$ cat config.mk
export PLATFORM = sky130hd
export DESIGN_NAME = mp64_mem_arbiter_flat
export DESIGN_NICKNAME = d
export VERILOG_FILES = /design/src/rtl/mp64_mem_arbiter_pkg.sv /design/src/rtl/mp64_mem_arbiter_if.sv /design/src/rtl/mp64_arb_timeout.sv /design/src/rtl/mp64_mem_arbiter.sv /design/src/flat_wrapper.sv
export SDC_FILE = /design/constraint.sdc
export NUM_CORES = 1
export LEC_CHECK = 0
export ABC_AREA = 1
export BUFFER_PORTS_ARGS = -buffer_cell sky130_fd_sc_hd__buf_4
export CORE_AREA = 3 3 231 233
export DETAILED_ROUTE_END_ITERATION = 10
export DIE_AREA = 0 0 234 236
export PLACE_DENSITY_LB_ADDON = 0.12
export SLEW_MARGIN = 20
export SYNTH_ARGS = -nofsm -noshare
export SYNTH_HDL_FRONTEND = slang
export SYNTH_SLANG_ARGS = --single-unit
$ cat constraint.sdc
create_clock -name clk -period 1.7 [get_ports clk]
set_input_delay 0.085 -clock clk [delete_from_list [all_inputs] [get_ports clk]]
set_output_delay 0.085 -clock clk [all_outputs]
set_load 0.01 [all_outputs]
$ cat src/rtl/mp64_mem_arbiter_pkg.sv
// ============================================================================
// mp64_mem_arbiter_pkg : shared constants and state encoding for the arbiter
// Rev 1.0
// ============================================================================
`default_nettype none

package mp64_mem_arbiter_pkg;

    localparam int ARB_DATA_W = 64;

    localparam logic [1:0] ARB_OWNER_NONE = 2'd0;
    localparam logic [1:0] ARB_OWNER_TILE = 2'd1;
    localparam logic [1:0] ARB_OWNER_CPU  = 2'd2;

    localparam logic [ARB_DATA_W-1:0] ARB_ERR_RDATA = 64'hFFFF_FFFF_FFFF_FFFF;

    typedef enum logic [1:0] {
        ARB_ST_IDLE = 2'd0,
        ARB_ST_BUSY = 2'd1,
        ARB_ST_DONE = 2'd2
    } arb_state_t;

endpackage

`default_nettype wire

$ cat src/rtl/mp64_mem_arbiter_if.sv
// ============================================================================
// mp64_mem_arbiter_if : one requester channel (request fields + response)
// Rev 1.0
// ============================================================================
`default_nettype none

interface mp64_mem_arbiter_if;
    import mp64_mem_arbiter_pkg::*;

    logic                  valid;
    logic [ARB_DATA_W-1:0] addr;
    logic [ARB_DATA_W-1:0] wdata;
    logic                  wen;
    logic [1:0]            size;
    logic [ARB_DATA_W-1:0] rdata;
    logic                  ready;
    logic                  err;

    modport master (
        output valid, addr, wdata, wen, size,
        input  rdata, ready, err
    );

    modport slave (
        input  valid, addr, wdata, wen, size,
        output rdata, ready, err
    );

endinterface

`default_nettype wire

$ cat src/rtl/mp64_arb_timeout.sv
// ============================================================================
// mp64_arb_timeout : ack-timeout counter with clear, enable and terminal flag
// Rev 1.0
// ============================================================================
`default_nettype none

module mp64_arb_timeout #(
    parameter int ACK_TIMEOUT = 1024
) (
    input  wire logic clk,
    input  wire logic rst,
    input  wire logic clr,
    input  wire logic en,
    output logic      tc
);

    generate
        if (ACK_TIMEOUT == 0) begin : g_disabled
            assign tc = 1'b0;
        end else begin : g_enabled
            localparam int CNT_W = (ACK_TIMEOUT > 1) ? $clog2(ACK_TIMEOUT) : 1;
            localparam logic [CNT_W-1:0] c_term = CNT_W'(ACK_TIMEOUT - 1);

            logic [CNT_W-1:0] r_count;

            // Holds at the terminal value so it can never wrap back to zero.
            always_ff @(posedge clk) begin
                if (rst || clr) begin
                    r_count <= '0;
                end else if (en && (r_count != c_term)) begin
                    r_count <= r_count + CNT_W'(1);
                end
            end

            assign tc = (r_count == c_term);
        end
    endgenerate

endmodule

`default_nettype wire

$ cat src/rtl/mp64_mem_arbiter.sv
// ============================================================================
// mp64_mem_arbiter : tile-priority arbiter for the shared memory port with
//                    CPU starvation guard and ack-timeout abort
// Rev 1.0
// ============================================================================
`default_nettype none

module mp64_mem_arbiter
    import mp64_mem_arbiter_pkg::*;
#(
    parameter int CPU_STARVE_MAX = 4,
    parameter int ACK_TIMEOUT    = 1024
) (
    input  wire logic                  clk,
    input  wire logic                  rst,
    mp64_mem_arbiter_if.slave          tile,
    mp64_mem_arbiter_if.slave          cpu,
    output logic                       mem_req,
    output logic [ARB_DATA_W-1:0]      mem_addr,
    output logic [ARB_DATA_W-1:0]      mem_wdata,
    output logic                       mem_wen,
    output logic [1:0]                 mem_size,
    input  wire logic [ARB_DATA_W-1:0] mem_rdata,
    input  wire logic                  mem_ack,
    output logic [1:0]                 owner
);

    localparam logic [7:0] c_starve_max = 8'(CPU_STARVE_MAX);

    arb_state_t r_state;
    arb_state_t w_state_next;
    logic [7:0] r_starve;
    logic       w_grant_tile;
    logic       w_grant_cpu;
    logic       w_complete;
    logic       w_abort;
    logic       w_cpu_wins;
    logic       w_tc;

    mp64_arb_timeout #(
        .ACK_TIMEOUT (ACK_TIMEOUT)
    ) u_timeout (
        .clk (clk),
        .rst (rst),
        .clr (w_grant_tile | w_grant_cpu),
        .en  ((r_state == ARB_ST_BUSY) && !mem_ack),
        .tc  (w_tc)
    );

    always_ff @(posedge clk) begin
        if (rst) begin
            r_state <= ARB_ST_IDLE;
        end else begin
            r_state <= w_state_next;
        end
    end

    always_comb begin
        w_state_next = r_state;
        w_grant_tile = 1'b0;
        w_grant_cpu  = 1'b0;
        w_complete   = 1'b0;
        w_abort      = 1'b0;
        w_cpu_wins   = cpu.valid && (!tile.valid || (r_starve == c_starve_max));
        case (r_state)
            ARB_ST_IDLE: begin
                if (tile.valid || cpu.valid) begin
                    w_state_next = ARB_ST_BUSY;
                    w_grant_cpu  = w_cpu_wins;
                    w_grant_tile = !w_cpu_wins;
                end
            end
            ARB_ST_BUSY: begin
                // An ack on the final timeout cycle still completes normally.
                if (mem_ack) begin
                    w_complete   = 1'b1;
                    w_state_next = ARB_ST_DONE;
                end else if (w_tc) begin
                    w_abort      = 1'b1;
                    w_state_next = ARB_ST_DONE;
                end
            end
            ARB_ST_DONE: w_state_next = ARB_ST_IDLE;
            default:     w_state_next = ARB_ST_IDLE;
        endcase
    end

    always_ff @(posedge clk) begin
        if (rst) begin
            mem_req    <= 1'b0;
            mem_addr   <= '0;
            mem_wdata  <= '0;
            mem_wen    <= 1'b0;
            mem_size   <= 2'd0;
            owner      <= ARB_OWNER_NONE;
            r_starve   <= 8'd0;
            tile.rdata <= '0;
            tile.ready <= 1'b0;
            tile.err   <= 1'b0;
            cpu.rdata  <= '0;
            cpu.ready  <= 1'b0;
            cpu.err    <= 1'b0;
        end else begin
            tile.ready <= 1'b0;
            tile.err   <= 1'b0;
            cpu.ready  <= 1'b0;
            cpu.err    <= 1'b0;

            if (w_grant_tile) begin
                mem_req   <= 1'b1;
                mem_addr  <= tile.addr;
                mem_wdata <= tile.wdata;
                mem_wen   <= tile.wen;
                mem_size  <= tile.size;
                owner     <= ARB_OWNER_TILE;
                if (!cpu.valid) begin
                    r_starve <= 8'd0;
                end else if (r_starve != c_starve_max) begin
                    r_starve <= r_starve + 8'd1;
                end
            end

            if (w_grant_cpu) begin
                mem_req   <= 1'b1;
                mem_addr  <= cpu.addr;
                mem_wdata <= cpu.wdata;
                mem_wen   <= cpu.wen;
                mem_size  <= cpu.size;
                owner     <= ARB_OWNER_CPU;
                r_starve  <= 8'd0;
            end

            if (w_complete || w_abort) begin
                mem_req <= 1'b0;
                if (owner == ARB_OWNER_TILE) begin
                    tile.rdata <= w_abort ? ARB_ERR_RDATA : mem_rdata;
                    tile.ready <= 1'b1;
                    tile.err   <= w_abort;
                end else begin
                    cpu.rdata <= w_abort ? ARB_ERR_RDATA : mem_rdata;
                    cpu.ready <= 1'b1;
                    cpu.err   <= w_abort;
                end
            end

            if (r_state == ARB_ST_DONE) begin
                owner <= ARB_OWNER_NONE;
            end
        end
    end

endmodule

`default_nettype wire

$ cat src/flat_wrapper.sv
// flat-port wrapper written by rule: the top's interface ports become plain ports
module mp64_mem_arbiter_flat import mp64_mem_arbiter_pkg::*;
#(
    parameter int CPU_STARVE_MAX = 4,
    parameter int ACK_TIMEOUT    = 1024
)
  (clk, rst, mem_req, mem_addr, mem_wdata, mem_wen, mem_size, mem_rdata, mem_ack, owner, tile_valid, tile_addr, tile_wdata, tile_wen, tile_size, tile_rdata, tile_ready, tile_err, cpu_valid, cpu_addr, cpu_wdata, cpu_wen, cpu_size, cpu_rdata, cpu_ready, cpu_err);
  mp64_mem_arbiter_if tile_i ();
  mp64_mem_arbiter_if cpu_i ();
  input  wire logic clk;
  input  wire logic rst;
  output logic mem_req;
  output logic [ARB_DATA_W-1:0] mem_addr;
  output logic [ARB_DATA_W-1:0] mem_wdata;
  output logic mem_wen;
  output logic [1:0] mem_size;
  input  wire logic [ARB_DATA_W-1:0] mem_rdata;
  input  wire logic mem_ack;
  output logic [1:0] owner;
  input wire logic [$bits(tile_i.valid)-1:0] tile_valid;
  input wire logic [$bits(tile_i.addr)-1:0] tile_addr;
  input wire logic [$bits(tile_i.wdata)-1:0] tile_wdata;
  input wire logic [$bits(tile_i.wen)-1:0] tile_wen;
  input wire logic [$bits(tile_i.size)-1:0] tile_size;
  output wire logic [$bits(tile_i.rdata)-1:0] tile_rdata;
  output wire logic [$bits(tile_i.ready)-1:0] tile_ready;
  output wire logic [$bits(tile_i.err)-1:0] tile_err;
  input wire logic [$bits(cpu_i.valid)-1:0] cpu_valid;
  input wire logic [$bits(cpu_i.addr)-1:0] cpu_addr;
  input wire logic [$bits(cpu_i.wdata)-1:0] cpu_wdata;
  input wire logic [$bits(cpu_i.wen)-1:0] cpu_wen;
  input wire logic [$bits(cpu_i.size)-1:0] cpu_size;
  output wire logic [$bits(cpu_i.rdata)-1:0] cpu_rdata;
  output wire logic [$bits(cpu_i.ready)-1:0] cpu_ready;
  output wire logic [$bits(cpu_i.err)-1:0] cpu_err;
  assign tile_i.valid = tile_valid;
  assign tile_i.addr = tile_addr;
  assign tile_i.wdata = tile_wdata;
  assign tile_i.wen = tile_wen;
  assign tile_i.size = tile_size;
  assign tile_rdata = tile_i.rdata;
  assign tile_ready = tile_i.ready;
  assign tile_err = tile_i.err;
  assign cpu_i.valid = cpu_valid;
  assign cpu_i.addr = cpu_addr;
  assign cpu_i.wdata = cpu_wdata;
  assign cpu_i.wen = cpu_wen;
  assign cpu_i.size = cpu_size;
  assign cpu_rdata = cpu_i.rdata;
  assign cpu_ready = cpu_i.ready;
  assign cpu_err = cpu_i.err;
  mp64_mem_arbiter #(.CPU_STARVE_MAX(CPU_STARVE_MAX), .ACK_TIMEOUT(ACK_TIMEOUT)) u_core (.clk(clk), .rst(rst), .tile(tile_i), .cpu(cpu_i), .mem_req(mem_req), .mem_addr(mem_addr), .mem_wdata(mem_wdata), .mem_wen(mem_wen), .mem_size(mem_size), .mem_rdata(mem_rdata), .mem_ack(mem_ack), .owner(owner));
endmodule
==> metrics.txt, run 1 <==
placer congestion estimate 0.853; largest net degree at the start of global routing approximately 130; WHS 0.0858 ns; worst slew pin tran around 0.60 ns; Syn Area/Cell around 6.4 sq um; CTS clk-pin slew, worst paths roughly 0.060 ns; DR WL met2 ~28000 microns; fmax roughly 0.6 GHz; vias in the first global route 16037; gr ovfl total 0; internal power between 10 and 15 mW; Logic pwr share 0.230; starting density of the core 0.266; Cell Pwr Density ~820 nW/um^2; worst-path fanout max 5; Critical Path Sink Type register; post-route clock period utilization 0.985; worst-skew pair later-pin latency 0.54 ns; clock power share 0.395; P_leak 13.2 nW; Mapped Area 13700 sq um; Core ar. 51400 sq um; dominant cell type by area after synthesis dfxtp_1; Yosys top cell area share 0.418; status complete, no violations; Max-cap violations 0; Reg power frac 0.375; maximum vdd drop around 600 uV; Post-Layout Cell Count roughly 3800; Setup crit start kind register; area of the multi-input gates just over 6000 sq um; drt pass-1 iters 5; 1st-iter DRT viols 881; via count 16195; Cells after DPL ~3400; TritonCTS clock tree yes; register area share after synthesis 0.418; met3 wire len between 4000 and 5000 microns; Mapped Nets 2484; top sig layer met5; most frequent cells in the layout 763 x nand2_1, 632 x buf_4, 345 x inv_1; HP Class in2reg; total global-route track usage 0.206; synth-to-layout area growth 78.9%; area of the die approximately 55000 sq um; drt via density 4.26; Final nets 3416; row count between 80 and 90; Root Driver clkbuf_16; antenna violations before repair 11; drc violations 0; Sw Pwr between 5 and 6 mW; Port Buffers 596; first-pass GRT wire length roughly 90000 microns; flop-to-flop setup slack 0.03 ns; overall routed net length approximately 60000 microns; Met1 Wirelength 25100 microns; Fillers a little over 5000; final setup fails 0; ANT nets after route 0; wire length per cell between 15 and 20 microns; most common cell after layout, fill and taps aside nand2_1; cells taking the most area after synthesis dfxtp_1 42%, nand2_1 21%, inv_1 9.5%; Sw Share 0.280; minimum clock period between 1.5 and 2 ns; CP arrival about 2.2 ns; Final HPWL DP between 40000 and 50000 microns; WP data required approximately 2.2 ns; layout cell share with drive strength beyond 1 0.254; H-tree depth 2; Final Slew Violations 0; max_slew headroom 0.597; cells after synthesis 2150; io pins ~600; synth unique cells 27; WP buf/inv 3; worst-path cell chain ha_4, nand3_4, nor2_4, nand2_2, nand2_4, buf_6, nand3_4, buf_12, clkbuf_16, nand2_2, nand2_1, nor2_1; Crit Path Class reg2reg; Top delay family on crit path simple AND/OR/NAND/NOR gates; total CTS buffers 37; Die Span Y about 240 microns; synthesized flop and latch total 286; RSZ-0062 raised after global routing true; Die Width roughly 230 microns; Yosys warnings 0; Clock Path Buffers 3; register area between 5000 and 6000 sq um; CP max stage cell dfxtp_2; clock sinks approximately 290; final hold vios 0; Fin Setup TNS 0 ns; clk_skew 0.0274 ns; slowest stage delay, CP between 0.3 and 0.4 ns
cell usage after synthesis (all sizes together):
| master | number |
|---|---|
| a21boi | 1 |
| xnor2 | 1 |
| inv | 350 |
| ha | 3 |
| nand3 | 146 |
| o21ai | 5 |
| clkinv | 2 |
| clkbuf | 46 |
| dfxtp | 286 |
| nor3b | 1 |
| nand2 | 783 |
| nand3b | 131 |
| nor2 | 290 |
| nand4 | 3 |
| a21oi | 18 |
| buf | 75 |
| nor3 | 5 |
| xor2 | 4 |
kinds of logic after synthesis:
logic type      share of synthesized area
fa+ha+maj                         0.00274
buf+inv                             0.139
xor+xnor                          0.00320
simple gates                        0.427
compound gates                    0.00923
flops                               0.418
final timing paths:
kind	from	cells after the start	to
max	u_core.u_timeout.g_enabled.r_count[0]	12	u_core.tile.rdata[28]
min	tile_valid	5	u_core.r_state[0]
max reg2reg	u_core.u_timeout.g_enabled.r_count[0]	12	u_core.tile.rdata[28]
min reg2reg	u_core.mem_wdata[9]	2	u_core.mem_wdata[9]
metrics by stage:
stage | setup WS, ns | util | area (sq um) | power, mW
global route | -0.0753 | 0.476 | 24500 | 21.0
floorplan | 0.0263 | - | 13700 | 9.26
detailed placement | -0.0658 | 0.375 | 19300 | 11.4
finish | 0.0257 | 0.476 | 24500 | 20.0
CTS | -0.0239 | 0.468 | 24000 | 20.2
global placement | -0.0112 | 0.375 | 19300 | 11.4
worst min-delay path, stage by stage:
cell and delay, ns:
buf_4 0.13, inv_1 0.06, nor2_2 0.05, nor2_4 0.16, a21oi_1 0.09
final cells by class:
class,instances,area share
well taps,680,0.0348
clock inverters,10,0.00465
diodes,10,0.00102
flip-flops and latches,286,0.234
repair buffers,1014,0.373
multi-input cells,1391,0.254
inverters,352,0.0543
clock buffers,55,0.0451
power by group through the flow:
stage / Sequential (mW) / Combinational (mW) / Clock, mW
after floorplan: 7.84 / 1.42 / 0
after global placement: 7.62 / 3.74 / 0
after detailed placement: 7.64 / 3.75 / 0
after CTS: 7.50 / 4.52 / 8.18
after global routing: 7.56 / 5.02 / 8.44
final: 7.51 / 4.61 / 7.92
state kept, by name, summed over array words and instances (netlist names), 2 cells and up:
signal and cells:
u_core.tile.rdata 64, u_core.mem_wdata 64, u_core.u_timeout.g_enabled.r_count 10, u_core.mem_size 2
u_core.owner 2, u_core.mem_addr 64, u_core.cpu.rdata 64, u_core.r_state 2
u_core.r_starve 8
routing by layer:
metal / vias to the layer above / track usage
met1: 7289 / 0.244
met4: 2 / 0.0874
li1: 8247 / -
met3: 130 / 0.0640
met2: 527 / 0.343
met5: - / 0
timing repair:
action	in CTS	in global routing
cloned	4	11
buffers inserted	7	10
gates resized for setup	16	43
pin swaps	5	67
setup endpoints to repair	147	235
endpoints found under the hold margin	274	0
hold buffers	328	0
(Power assumes the default switching activity.)
==> run 2, diff against run 1 <==
--- a/config.mk
+++ b/config.mk
@@ -11,6 +11,7 @@
 export DETAILED_ROUTE_END_ITERATION = 10
 export DIE_AREA = 0 0 234 236
 export PLACE_DENSITY_LB_ADDON = 0.12
+export SETUP_SLACK_MARGIN = 0.05
 export SLEW_MARGIN = 20
 export SYNTH_ARGS = -nofsm -noshare
 export SYNTH_HDL_FRONTEND = slang
==> run 2 against run 1 <==
  * The flow now finishes with violations (negative setup slack)
  * Hold slack worse by 0.056 ns
  * Die area unchanged
  * First-iteration DRC count increased by 4.9%
  * Flip-flop and latch count is the same
  * Non-clock buffer count is 36 higher
  * Sequential share of layout area fell by 1.4 points
  * Combinational power rose by 11%
  * Critical path depth is 2 lower
  * Core utilization is 3.0 points higher
  * Design area grew 6.2%
  * Register-to-register slack got worse by 0.04 ns
  * Critical path type unchanged
  * Largest cell class unchanged
==> metrics.txt, run 2 (synthesis gave the netlist of run 1 again) <==
wire length per cell 17.1 microns; final setup fails 2; 1st-iter DRT viols approximately 920; CP max stage cell dfxtp_2; vias in the first global route around 16000; Max-cap violations 0; status finished, violations left; worst-path cell chain ha_4, nand3_4, nor2_4, nand2_2, nand2_4, buf_6, nand3_4, buf_12, nor2_1, nor2_1; total CTS buffers 37; worst-skew pair later-pin latency 0.55 ns; max_slew headroom 0.706; Reg power frac 0.364; drt pass-1 iters 7; io pins about 600; P_leak approximately 14 nW; Clock Path Buffers 3; fmax a little under 0.6 GHz; Crit Path Class reg2reg; Die Width around 230 microns; maximum vdd drop about 490 uV; Final Cell Area 26000 sq um; clk_skew 0.0102 ns; Die Span Y about 240 microns; post-route clock period utilization 1.01; Sw Pwr a little under 6 mW; gr ovfl total 0; synth-to-layout area growth 90.1%; minimum clock period between 1.5 and 2 ns; final hold vios 0; layout cell share with drive strength beyond 1 0.312; largest net degree at the start of global routing 76; failing checks negative setup slack; overall routed net length between 60000 and 70000 microns; row count 83; Root Driver clkbuf_16; Final Slew Violations 0; drc violations 0; Cell Pwr Density about 800 nW/um^2; Setup crit start kind register; Placed Area a little under 20000 sq um; HP Class in2reg; clock sinks 286; worst slew pin tran 0.440 ns; Sw Share 0.288; WP data required 2.13 ns; Port Buffers 596; clock power share 0.387; area of the die 55200 sq um; most frequent cells in the layout 672 x nand2_1, 631 x buf_4, 346 x inv_1; ANT nets after route 0; slowest stage delay, CP around 0.35 ns; CP arrival ~2.1 ns; first-pass GRT wire length between 90000 and 100000 microns; H-tree depth 2; total global-route track usage 0.206; placer congestion estimate between 0.8 and 0.9; most common cell after layout, fill and taps aside nand2_1; CTS clk-pin slew, worst paths ~0.060 ns; starting density of the core 0.266; drt via density 4.37; post-layout total power roughly 21 mW; Final Worst Setup Slack -0.0134 ns; internal power 14.7 mW; via count roughly 17000; Critical Path Sink Type register; RSZ-0062 raised after global routing true; Final HPWL DP 41400 microns; Final nets approximately 3500; Core ar. 51400 sq um; worst-path fanout max 75; TritonCTS clock tree yes; antenna violations before repair 19; Logic pwr share 0.248
==> run 2: changes by cell type in the layout (fill, tap and decap cells not counted), moves of 6 or more <==
cell and delta:
nor2_2 +26, nand3_2 +41, buf_6 +6, nand2_1 -91
nand2_2 +51, nand3_1 -42, diode_2 +8, clkbuf_16 +23
nor2_1 -26, nand2_4 +39
==> run 2: power groups by stage <==
stage / Combinational (mW) / Sequential (mW) / Clock (mW)
2_1_floorplan: 1.42 / 7.84 / 0
3_3_place_gp: 3.74 / 7.62 / 0
3_5_place_dp: 3.75 / 7.64 / 0
4_1_cts: 4.52 / 7.50 / 8.24
5_1_grt: 5.51 / 7.56 / 8.50
6_report: 5.12 / 7.51 / 7.98
==> run 2: what timing repair did <==
action	CTS	global route
buffers inserted	4	13
setup endpoints to repair	57	258
gates cloned	4	39
hold buffers	329	0
gates resized for setup	11	260
hold endpoints to repair	273	0
pin swaps	1	84
==> run 2: worst max-delay path, delay by kind of cell, from the launching register on <==
kind / cells / cell delay [ns]
simple gates: 7 / 0.73
flops: 1 / 0.35
buf+inv: 2 / 0.31
fa+ha+maj: 1 / 0.15
==> run 2: layout make-up <==
cell class,instances,area (sq um)
well taps,680,851
diodes,18,45.0
repair buffers,1050,9930
clock inverters,10,111
multi-input cells,1391,6930
flip-flops and latches,286,5730
fillers,4906,25400
clock buffers,53,1100
inverters,352,1330
==> run 2: path summary, 6_finish.rpt <==
kind | startpoint | endpoint | slack (ns) | cells past startpoint
worst min register to register | u_core.mem_wdata[1] | u_core.mem_wdata[1] | 0.45 | 2
worst min-delay path | rst | u_core.mem_wdata[4] | 0.03 | 5
worst max register to register | u_core.u_timeout.g_enabled.r_count[1] | u_core.tile.rdata[26] | -0.01 | 10
worst max-delay path | u_core.u_timeout.g_enabled.r_count[1] | u_core.tile.rdata[26] | -0.01 | 10
==> run 2: metal layers <==
metal  wire (microns)  global-route usage  vias up  part of all wire
met4             2450              0.0861        4             0.037
met3             5820              0.0766      134             0.089
met5               21                   0        -           0.00032
met1            26300               0.239     7724              0.40
li1                 -                   -     8339                 -
met2            31100               0.340      585              0.47
==> run 2: per-stage QoR <==
| step | utilization | setup WS [ns] | hold slack, ns | std cells | setup TNS [ns] |
|---|---|---|---|---|---|
| 2_1_floorplan | - | 0.0781 | 0.248 | 2150 | 0 |
| 6_report | 0.506 | -0.0134 | 0.0299 | 3840 | -0.0252 |
| 3_3_place_gp | 0.376 | 0.0338 | 0.366 | 3370 | 0 |
| 5_1_grt | 0.506 | -0.112 | 0.0235 | 3839 | -10.39 |
| 3_5_place_dp | 0.376 | 0.0242 | 0.376 | 3370 | 0 |
| 4_1_cts | 0.467 | 0.0229 | 0.00659 | 3770 | 0 |
